## config.mk

```make
export PLATFORM = sky130hd
export DESIGN_NAME = cascade_scheduler
export DESIGN_NICKNAME = d
export VERILOG_FILES = /design/src/rtl/cascade_scheduler.sv
export SDC_FILE = /design/constraint.sdc
export NUM_CORES = 1
export LEC_CHECK = 0
export ABC_AREA = 1
export CORE_MARGIN = 10
export CORE_UTILIZATION = 30
export CTS_BUF_LIST = sky130_fd_sc_hd__clkbuf_16
export DETAILED_ROUTE_END_ITERATION = 12
export GPL_TIMING_DRIVEN = 0
export PLACE_DENSITY_LB_ADDON = 0.12
export RECOVER_POWER = 25
export SYNTH_ARGS = -nofsm -noshare
export SYNTH_HDL_FRONTEND = slang
export SYNTH_SLANG_ARGS = --single-unit
```

## constraint.sdc

```tcl
create_clock -name clk_in -period 2.3 [get_ports clk_in]
set_input_delay 0.46 -clock clk_in [delete_from_list [all_inputs] [get_ports clk_in]]
set_output_delay 0.46 -clock clk_in [all_outputs]
set_load 0.05 [all_outputs]
```

## src/rtl/cascade_scheduler.sv

```systemverilog
// Round-robin arbiter that lends the single LED cascade serializer to one
// pattern source at a time, then holds the strip in its latch gap before the next frame.
module cascade_scheduler #(
  parameter int NUM_REQ        = 3,
  parameter int NUM_LEDS       = 51,
  parameter int POS_W          = 6,
  parameter int LATCH_CYCLES   = 5000,
  parameter int TIMEOUT_CYCLES = 200000
) (
  input  logic                     clk_in,
  input  logic                     rst_n_in,
  input  logic [NUM_REQ-1:0]       req_in,
  input  logic [NUM_REQ*POS_W-1:0] pos_in,
  output logic [NUM_REQ-1:0]       grant_out,
  output logic [NUM_REQ-1:0]       done_out,
  output logic                     error_out,
  output logic                     start_cascade_out,
  output logic [POS_W-1:0]         current_position_out,
  input  logic                     finished_cascade_in,
  output logic                     busy_out
);

  localparam int IDX_W = (NUM_REQ > 1) ? $clog2(NUM_REQ) : 1;
  localparam int TO_W  = $clog2(TIMEOUT_CYCLES + 1);
  localparam int LT_W  = $clog2(LATCH_CYCLES + 1);
  localparam logic [POS_W-1:0]   MAX_POS     = POS_W'(NUM_LEDS - 1);
  localparam logic [IDX_W-1:0]   LAST_IDX    = IDX_W'(NUM_REQ - 1);
  localparam logic [IDX_W:0]     NUM_REQ_EXT = (IDX_W + 1)'(NUM_REQ);

  typedef enum logic [1:0] {IDLE, TRANSMIT, LATCH} state_t;

  state_t            state, state_next;
  logic [IDX_W-1:0]  last_grant;
  logic [TO_W-1:0]   to_cnt;
  logic [LT_W-1:0]   lt_cnt;

  logic              pick_valid;
  logic [IDX_W-1:0]  pick_idx;
  logic [IDX_W:0]    scan_sum;
  logic [POS_W-1:0]  pos_sel;
  logic [POS_W-1:0]  pos_clamped;
  logic [NUM_REQ-1:0] grant_next;

  logic launch, finish_evt, timeout_evt, frame_end, latch_done;

  // Winner is the first requesting index after last_grant, wrapping, so the
  // previous owner is always considered last.
  always_comb begin
    // NOTE: every signal assigned in always_comb gets a default first so no latch is inferred.
    pick_valid = 1'b0;
    pick_idx   = '0;
    scan_sum   = '0;
    for (int k = 1; k <= NUM_REQ; k++) begin
      scan_sum = {1'b0, last_grant} + (IDX_W + 1)'(k);
      if (scan_sum >= NUM_REQ_EXT) scan_sum = scan_sum - NUM_REQ_EXT;
      if (!pick_valid && req_in[scan_sum[IDX_W-1:0]]) begin
        pick_valid = 1'b1;
        pick_idx   = scan_sum[IDX_W-1:0];
      end
    end
  end

  always_comb begin
    pos_sel    = '0;
    grant_next = '0;
    for (int i = 0; i < NUM_REQ; i++) begin
      if (pick_idx == IDX_W'(i)) begin
        pos_sel       = pos_in[i*POS_W +: POS_W];
        grant_next[i] = 1'b1;
      end
    end
    pos_clamped = (pos_sel > MAX_POS) ? MAX_POS : pos_sel;
  end

  // A finish arriving on the timeout cycle wins, so no error is reported then.
  assign launch      = (state == IDLE) && pick_valid;
  assign finish_evt  = (state == TRANSMIT) && finished_cascade_in;
  assign timeout_evt = (state == TRANSMIT) && !finished_cascade_in &&
                       (to_cnt == TO_W'(TIMEOUT_CYCLES - 1));
  assign frame_end   = finish_evt || timeout_evt;
  assign latch_done  = (state == LATCH) && (lt_cnt == LT_W'(LATCH_CYCLES - 1));

  always_ff @(posedge clk_in or negedge rst_n_in) begin
    // NOTE: sequential state uses non-blocking assignments so every flop samples pre-edge values.
    if (!rst_n_in) state <= IDLE;
    else           state <= state_next;
  end

  always_comb begin
    state_next = state;
    unique case (state)
      IDLE:     if (launch)     state_next = TRANSMIT;
      TRANSMIT: if (frame_end)  state_next = LATCH;
      LATCH:    if (latch_done) state_next = IDLE;
      default:                  state_next = IDLE;
    endcase
  end

  always_comb begin
    busy_out = (state != IDLE);
  end

  always_ff @(posedge clk_in or negedge rst_n_in) begin
    if (!rst_n_in) begin
      grant_out            <= '0;
      done_out             <= '0;
      error_out            <= 1'b0;
      start_cascade_out    <= 1'b0;
      current_position_out <= '0;
      last_grant           <= LAST_IDX;
      to_cnt               <= '0;
      lt_cnt               <= '0;
    end else begin
      start_cascade_out <= launch;
      error_out         <= timeout_evt;
      done_out          <= frame_end ? grant_out : '0;

      // Position is captured only here and held until the next grant.
      if (launch) begin
        grant_out            <= grant_next;
        last_grant           <= pick_idx;
        current_position_out <= pos_clamped;
      end else if (frame_end) begin
        grant_out <= '0;
      end

      to_cnt <= (state == TRANSMIT) ? to_cnt + 1'b1 : '0;
      lt_cnt <= (state == LATCH)    ? lt_cnt + 1'b1 : '0;
    end
  end

  a_grant_onehot: assert property (@(posedge clk_in) disable iff (!rst_n_in)
    $onehot0(grant_out));
  a_start_owned: assert property (@(posedge clk_in) disable iff (!rst_n_in)
    start_cascade_out |-> (state == TRANSMIT) && (grant_out != '0));

endmodule

```

After elaboration in Yosys (flattened, before gate mapping)
Cells that the tools add are included.
- bits in registers: 49
- output and inout port bits: 15
- logic and storage cells: 80
- add/subtract/negate cells: 8
- order comparisons: 7
- equal/unequal tests: 9
- multiplexer cells: 31
- reduce and logical (&&, ||, !) cells: 16
- operator list (kind ; number):
    6-bit two-way mux ; 4
    18-bit by 1-bit adder with 18-bit output (second input constant) ; 1
    18-bit == test (second input constant) ; 1
    18-bit two-way mux ; 1
    2-bit two-way mux ; 9
    13-bit by 1-bit adder with 13-bit output (second input constant) ; 1
    13-bit == test (second input constant) ; 1
    13-bit two-way mux ; 1
    3-bit by 2-bit greater-or-equal comparator with 1-bit output (second input constant) ; 3
    2-bit by 3-bit less-than comparator with 1-bit output (second input constant) ; 3
    1-bit two-way mux ; 9
    3-bit two-way mux ; 3
    1-bit logical AND ; 7
    2-bit by 2-bit adder with 3-bit output (second input constant) ; 2
    1-bit binary-select mux with 2-bit select ; 3
    6-bit > comparator (second input constant) ; 1
    2-bit inequality test (second input constant) ; 3
    2-bit case mux with 3 select lines ; 1
    2-bit subtractor (second input constant) ; 3
    2-bit by 1-bit == test with 1-bit output (second input constant) ; 2
    2-bit == test (second input constant) ; 2
    2-bit logical NOT ; 2
    2-bit nonzero test ; 2
    2-bit by 1-bit adder with 3-bit output (second input constant) ; 1
    other kinds (3) ; 5

Longest topological paths before layout
Gate-level depths: netlist of the first run.
- word-level depth: 18
- gate-level depth with buffers: 19

Worst setup path before layout of the first run
OpenSTA, ideal clock, no wires.
- kind: register -> register
- start point: reg last_grant[1]
- end point: reg current_position_out[3]
- setup time: 118 ps
- arrival: 2055 ps
- path slack: 127 ps
- cell stages (with the launch flop): 19
- period minus slack after synthesis: 2173 ps
- cell sequence: dfstp_2 inv_1 ha_1 inv_2 nand2_2 nand3_2 nand2_2 nand3_1 nand2_2 nor2_8 inv_4 nand2_1 nand2_1 nor2_1 nor2_2 nand2_1 nand2_2 nand2_1 nand2_1
- word-level cells in the longest chain between the ends: 18
- ends and longest elaborated chain (element ; RTL line ; text):
    start, declared ; 33 ; logic [IDX_W-1:0] last_grant;
    start signal, assigned ; 121 ; last_grant <= pick_idx;
    2-bit by 1-bit adder with 3-bit output ; 54 ; scan_sum = {1'b0, last_grant} + (IDX_W + 1)'(k);
    3-bit by 2-bit greater-or-equal comparator with 1-bit output or 2-bit subtractor (tied branches) ; 55 ; if (scan_sum >= NUM_REQ_EXT) scan_sum = scan_sum - NUM_REQ_EXT;
    2-bit two-way mux ; 55 ;
    1-bit binary-select mux with 2-bit select ; 56 ; if (!pick_valid && req_in[scan_sum[IDX_W-1:0]]) begin
    1-bit two-way mux (not written as such) ; 56 ;
    1-bit two-way mux ; 56 ;
    1-bit logical NOT ; 56 ;
    1-bit logical AND ; 56 ;
    1-bit two-way mux ; 56 ;
    1-bit logical NOT ; 56 ;
    1-bit logical AND ; 56 ;
    2-bit two-way mux ; 56 ;
    2-bit logical NOT ; 67 ; if (pick_idx == IDX_W'(i)) begin
    6-bit two-way mux (3 in a row) ; 67 ;
    6-bit > comparator ; 72 ; pos_clamped = (pos_sel > MAX_POS) ? MAX_POS : pos_sel;
    6-bit two-way mux ; 72 ;
    end signal, assigned ; 122 ; current_position_out <= pos_clamped;
    end, declared ; 18 ; output logic [POS_W-1:0] current_position_out,
Several ways; a longest one is shown, not always the timed one. The select of a mux whose other input is x is not followed.
A chain may end at the register's enable or synchronous reset.

Worst setup path in the final report of the first run
Ends and elaborated chain as after synthesis.

==> key figures, run 1 <==
Global route
  • Total GRT Usage: 0.09721
  • Grt ovf: 0
  • Initial antenna violation count: 0
  • Largest net degree at the start of global routing: 36
  • Number of global-route vias before repair: ~2.2k
  • GR Util met3: 0.02800
  • GRT met2 Usage: 0.1494
  • Global-route wire length before repair: around 10 mm
  • GRT met1 Usage: 0.1303
  • GRT Max-Usage Layer: met2

Clock network
  • H-Tree Depth: 2
  • Register clock-pin slew on the reported worst setup and hold paths: 0.07 ns
  • Cts bufs inserted: 5
  • CTS Sinks: between 40 and 50
  • Worst skew pair latency: roughly 0.29 ns
  • TritonCTS clock tree: built
  • Max clock buf depth: 2
  • CTS Root Buffer Type: clkbuf_16
  • CTS Hold Bufs: 0

Critical path
  • Reg-to-reg endpoint: current_position_out[3]$_DFFE_PN0P_
  • Worst reg2reg startpoint: last_grant[1]$_DFFE_PN1P_
  • Crit path from: last_grant[1]$_DFFE_PN1P_
  • Startpoint types: register
  • Crit path DAT: 2.42 ns
  • CP required: around 2.5 ns
  • WS Path Type: register to register
  • Critical path endpoint category: register
  • Peak fanout along the critical path: 6
  • Flop2flop setup slack: around 0.052 ns
  • Worst r2r path cells: 17

Power
  • Pwr per Cell Area: around 1300 nW/um^2
  • Worst vdd ir: ~720 uV
  • Leakage power: about 1.5 nW

Timing
  • Max-slew violations: 0
  • Max transition margin: 0.4344
  • Hold Vio Cnt, Final: 0
  • Fmax: around 0.44 GHz
  • Fin crit share: 0.9772
  • Fin crit period: ~2.2 ns
  • RSZ-0062 raised after global routing: yes
  • Final setup margin: 0.05234 ns
  • Final setup fails: 0
  • Slew @ Worst Pin: approximately 0.85 ns
  • Final Skew: between 0.009 and 0.01 ns

Final layout
  • Layout area overhead: 30.01%
  • # fillers: between 800 and 900
  • Nets: about 410
  • Commonest non-fill, non-tap cell in the layout: nand2_1
  • Most frequent cells in the layout: 73 x nand2_1, 50 x inv_1, 48 x dfrtp_1
  • Antenna diode count: 0
  • Final std cells w/o fill: roughly 500
  • Share of cells above drive strength 1: 0.1406

Floorplan
  • Starting Density: 0.3114
  • I/O Pins: 39
  • Chip height: approximately 110 um
  • Rows: 33
  • Die area: about 13000 um^2
  • Chip Width: around 110 um
  • Core ar.: ~8300 um^2

Detailed routing
  • Initial DRC count: 53
  • Final ANT Viol Nets: 0
  • Drt wl/cell: roughly 13 um
  • Vias/cell: about 4.6
  • Via count: 2229
  • First-pass DRT Iterations: 4
  • DRC viols: 0
  • Final wirelength: roughly 6.2 mm

Synth
  • Synth Cell Area: around 2600 um^2
  • Yosys reg bits: slightly below 50
  • Syn_area_per_cell: roughly 8 um^2
  • Ys Warns: 0
  • Dominant cell type by area after synthesis: dfrtp_1
  • Synth top area share: 0.4624
  • Main synth FF type: dfrtp_1
  • Fraction of registers with async set/reset: 1.000
  • Cell variety after synth: 35
  • Area contributors post-synth: dfrtp_1 46%, nand2_1 11%, inv_1 7.4%
  • Seq/Total Area, Yosys: 0.4725
  • Post-Syn Nets: 362
  • Number of flops mapped to enable cells by yosys: 0
  • Synth Instances: about 330

Placed design
  • Pre-CTS WS: -0.1618 ns
  • # port buffers: 38
  • Routability congestion estimate from global placement: around 0.8
  • Detail Placement HPWL: 4.637 mm
  • Cell Count Post-Placement: ~480

Outcome
  • Outcome: complete, no violations

Worst hold path
  • Tightest Hold Check Type: input port to async pin

Run
  • Max-cap violation count: 0
[state kept, by name (all words and copies together) (netlist names)]
name                  count
done_out                  3
last_grant                2
grant_out                 3
state                     2
error_out                 1
to_cnt                   18
current_position_out      6
start_cascade_out         1
lt_cnt                   13
[worst max path at each step]
| stage | slack [ns] | depth (start not counted) | to |
|---|---|---|---|
| after floorplan | 0.13 | 18 | current_position_out[3]$_DFFE_PN0P_ |
| after global placement | -0.75 | 1 | to_cnt[0]$_DFF_PN0_ |
| after detailed placement | -0.16 | 16 | current_position_out[3]$_DFFE_PN0P_ |
| after CTS | -0.03 | 18 | current_position_out[3]$_DFFE_PN0P_ |
| after global routing | -0.11 | 17 | current_position_out[2]$_DFFE_PN0P_ |
| final | 0.05 | 17 | current_position_out[3]$_DFFE_PN0P_ |
[power breakdown]
group,internal (W),total [W],switching (W)
sequential,0.00102,0.00111,0.0000909
clock,0.000396,0.000703,0.000308
combinational,0.000887,0.00264,0.00175
[worst max-delay path: stages, from the launching register on]
cell	delay [ns]
dfstp_2	0.55
inv_2	0.05
ha_4	0.31
inv_6	0.06
nand2_4	0.06
nand3_4	0.07
nand2_4	0.10
nand3_4	0.10
nor2_4	0.22
nor2_4	0.08
nor2_1	0.09
nor2_1	0.06
nor2_2	0.11
nand2_1	0.06
nand2_1	0.07
nand2_2	0.06
nand2_1	0.06
nand2_1	0.04
[repair_timing]
item,4_1_cts,5_1_grt
gates resized for setup,5,18
buffers inserted,2,0
gates cloned,1,1
pin swaps,8,8
endpoints found under the setup margin,4,8
[metal layers]
| layer | part of all wire | wire length, um |
|---|---|---|
| met1 | 0.49 | 3053 |
| met2 | 0.45 | 2821 |
| met3 | 0.046 | 284 |
| met4 | 0.0092 | 57 |
| met5 | 0 | 0 |
[layout make-up]
class	instances	area (um^2)	area share
flip-flops and latches	49	1227	0.3635
inverters	55	214.0	0.06336
clock buffers	5	125.1	0.03705
repair buffers	41	394.1	0.1167
plain buffers	2	8.758	0.002594
clock inverters	3	15.01	0.004446
well taps	105	131.4	0.03890
multi-input cells	229	1261	0.3735
[per-stage QoR]
| stage | power, W | util | area [um^2] | setup TNS, ns | hold slack (ns) |
|---|---|---|---|---|---|
| 2_1_floorplan | 0.002823 | - | 2597 | 0 | 0.1644 |
| 3_3_place_gp | 0.003431 | 0.3728 | 3109 | -36.53 | 0.4593 |
| 3_5_place_dp | 0.003448 | 0.3746 | 3124 | -0.5677 | 0.4037 |
| 4_1_cts | 0.004312 | 0.3975 | 3316 | -0.06609 | 0.09281 |
| 5_1_grt | 0.004821 | 0.4049 | 3377 | -0.3536 | 0.3106 |
| 6_report | 0.004451 | 0.4049 | 3377 | 0 | 0.2328 |
[cells in the mapped netlist (all sizes together), types with 3 or more instances]
master and instances:
a21oi 17, o21ai 15, nand2 83, nor4 4, inv 55, nand3 22, ha 5, nor2 52
nand4 3, dfrtp 48, nor3 16
[cells by family (layout without fill, tap and decap cells)]
family | count (synthesis) | after routing | synth area share
adder cells (fa/ha/maj) | 5 | 5 | 0.02408
XOR/XNOR | 1 | 1 | 0.003372
AND/OR/NAND/NOR | 183 | 185 | 0.3348
AO/OA/AOI/OAI | 38 | 38 | 0.08141
buffers and inverters | 57 | 106 | 0.08381
flip-flops | 49 | 49 | 0.4725
No activity file was read; power rests on OpenSTA's default activity.
==> inputs of run 2 (changes only) <==
- HOLD_SLACK_MARGIN: unset -> 0.05
==> results of run 2 <==
Same layout as run 1: the final DEF is identical, and so are final timing and power.
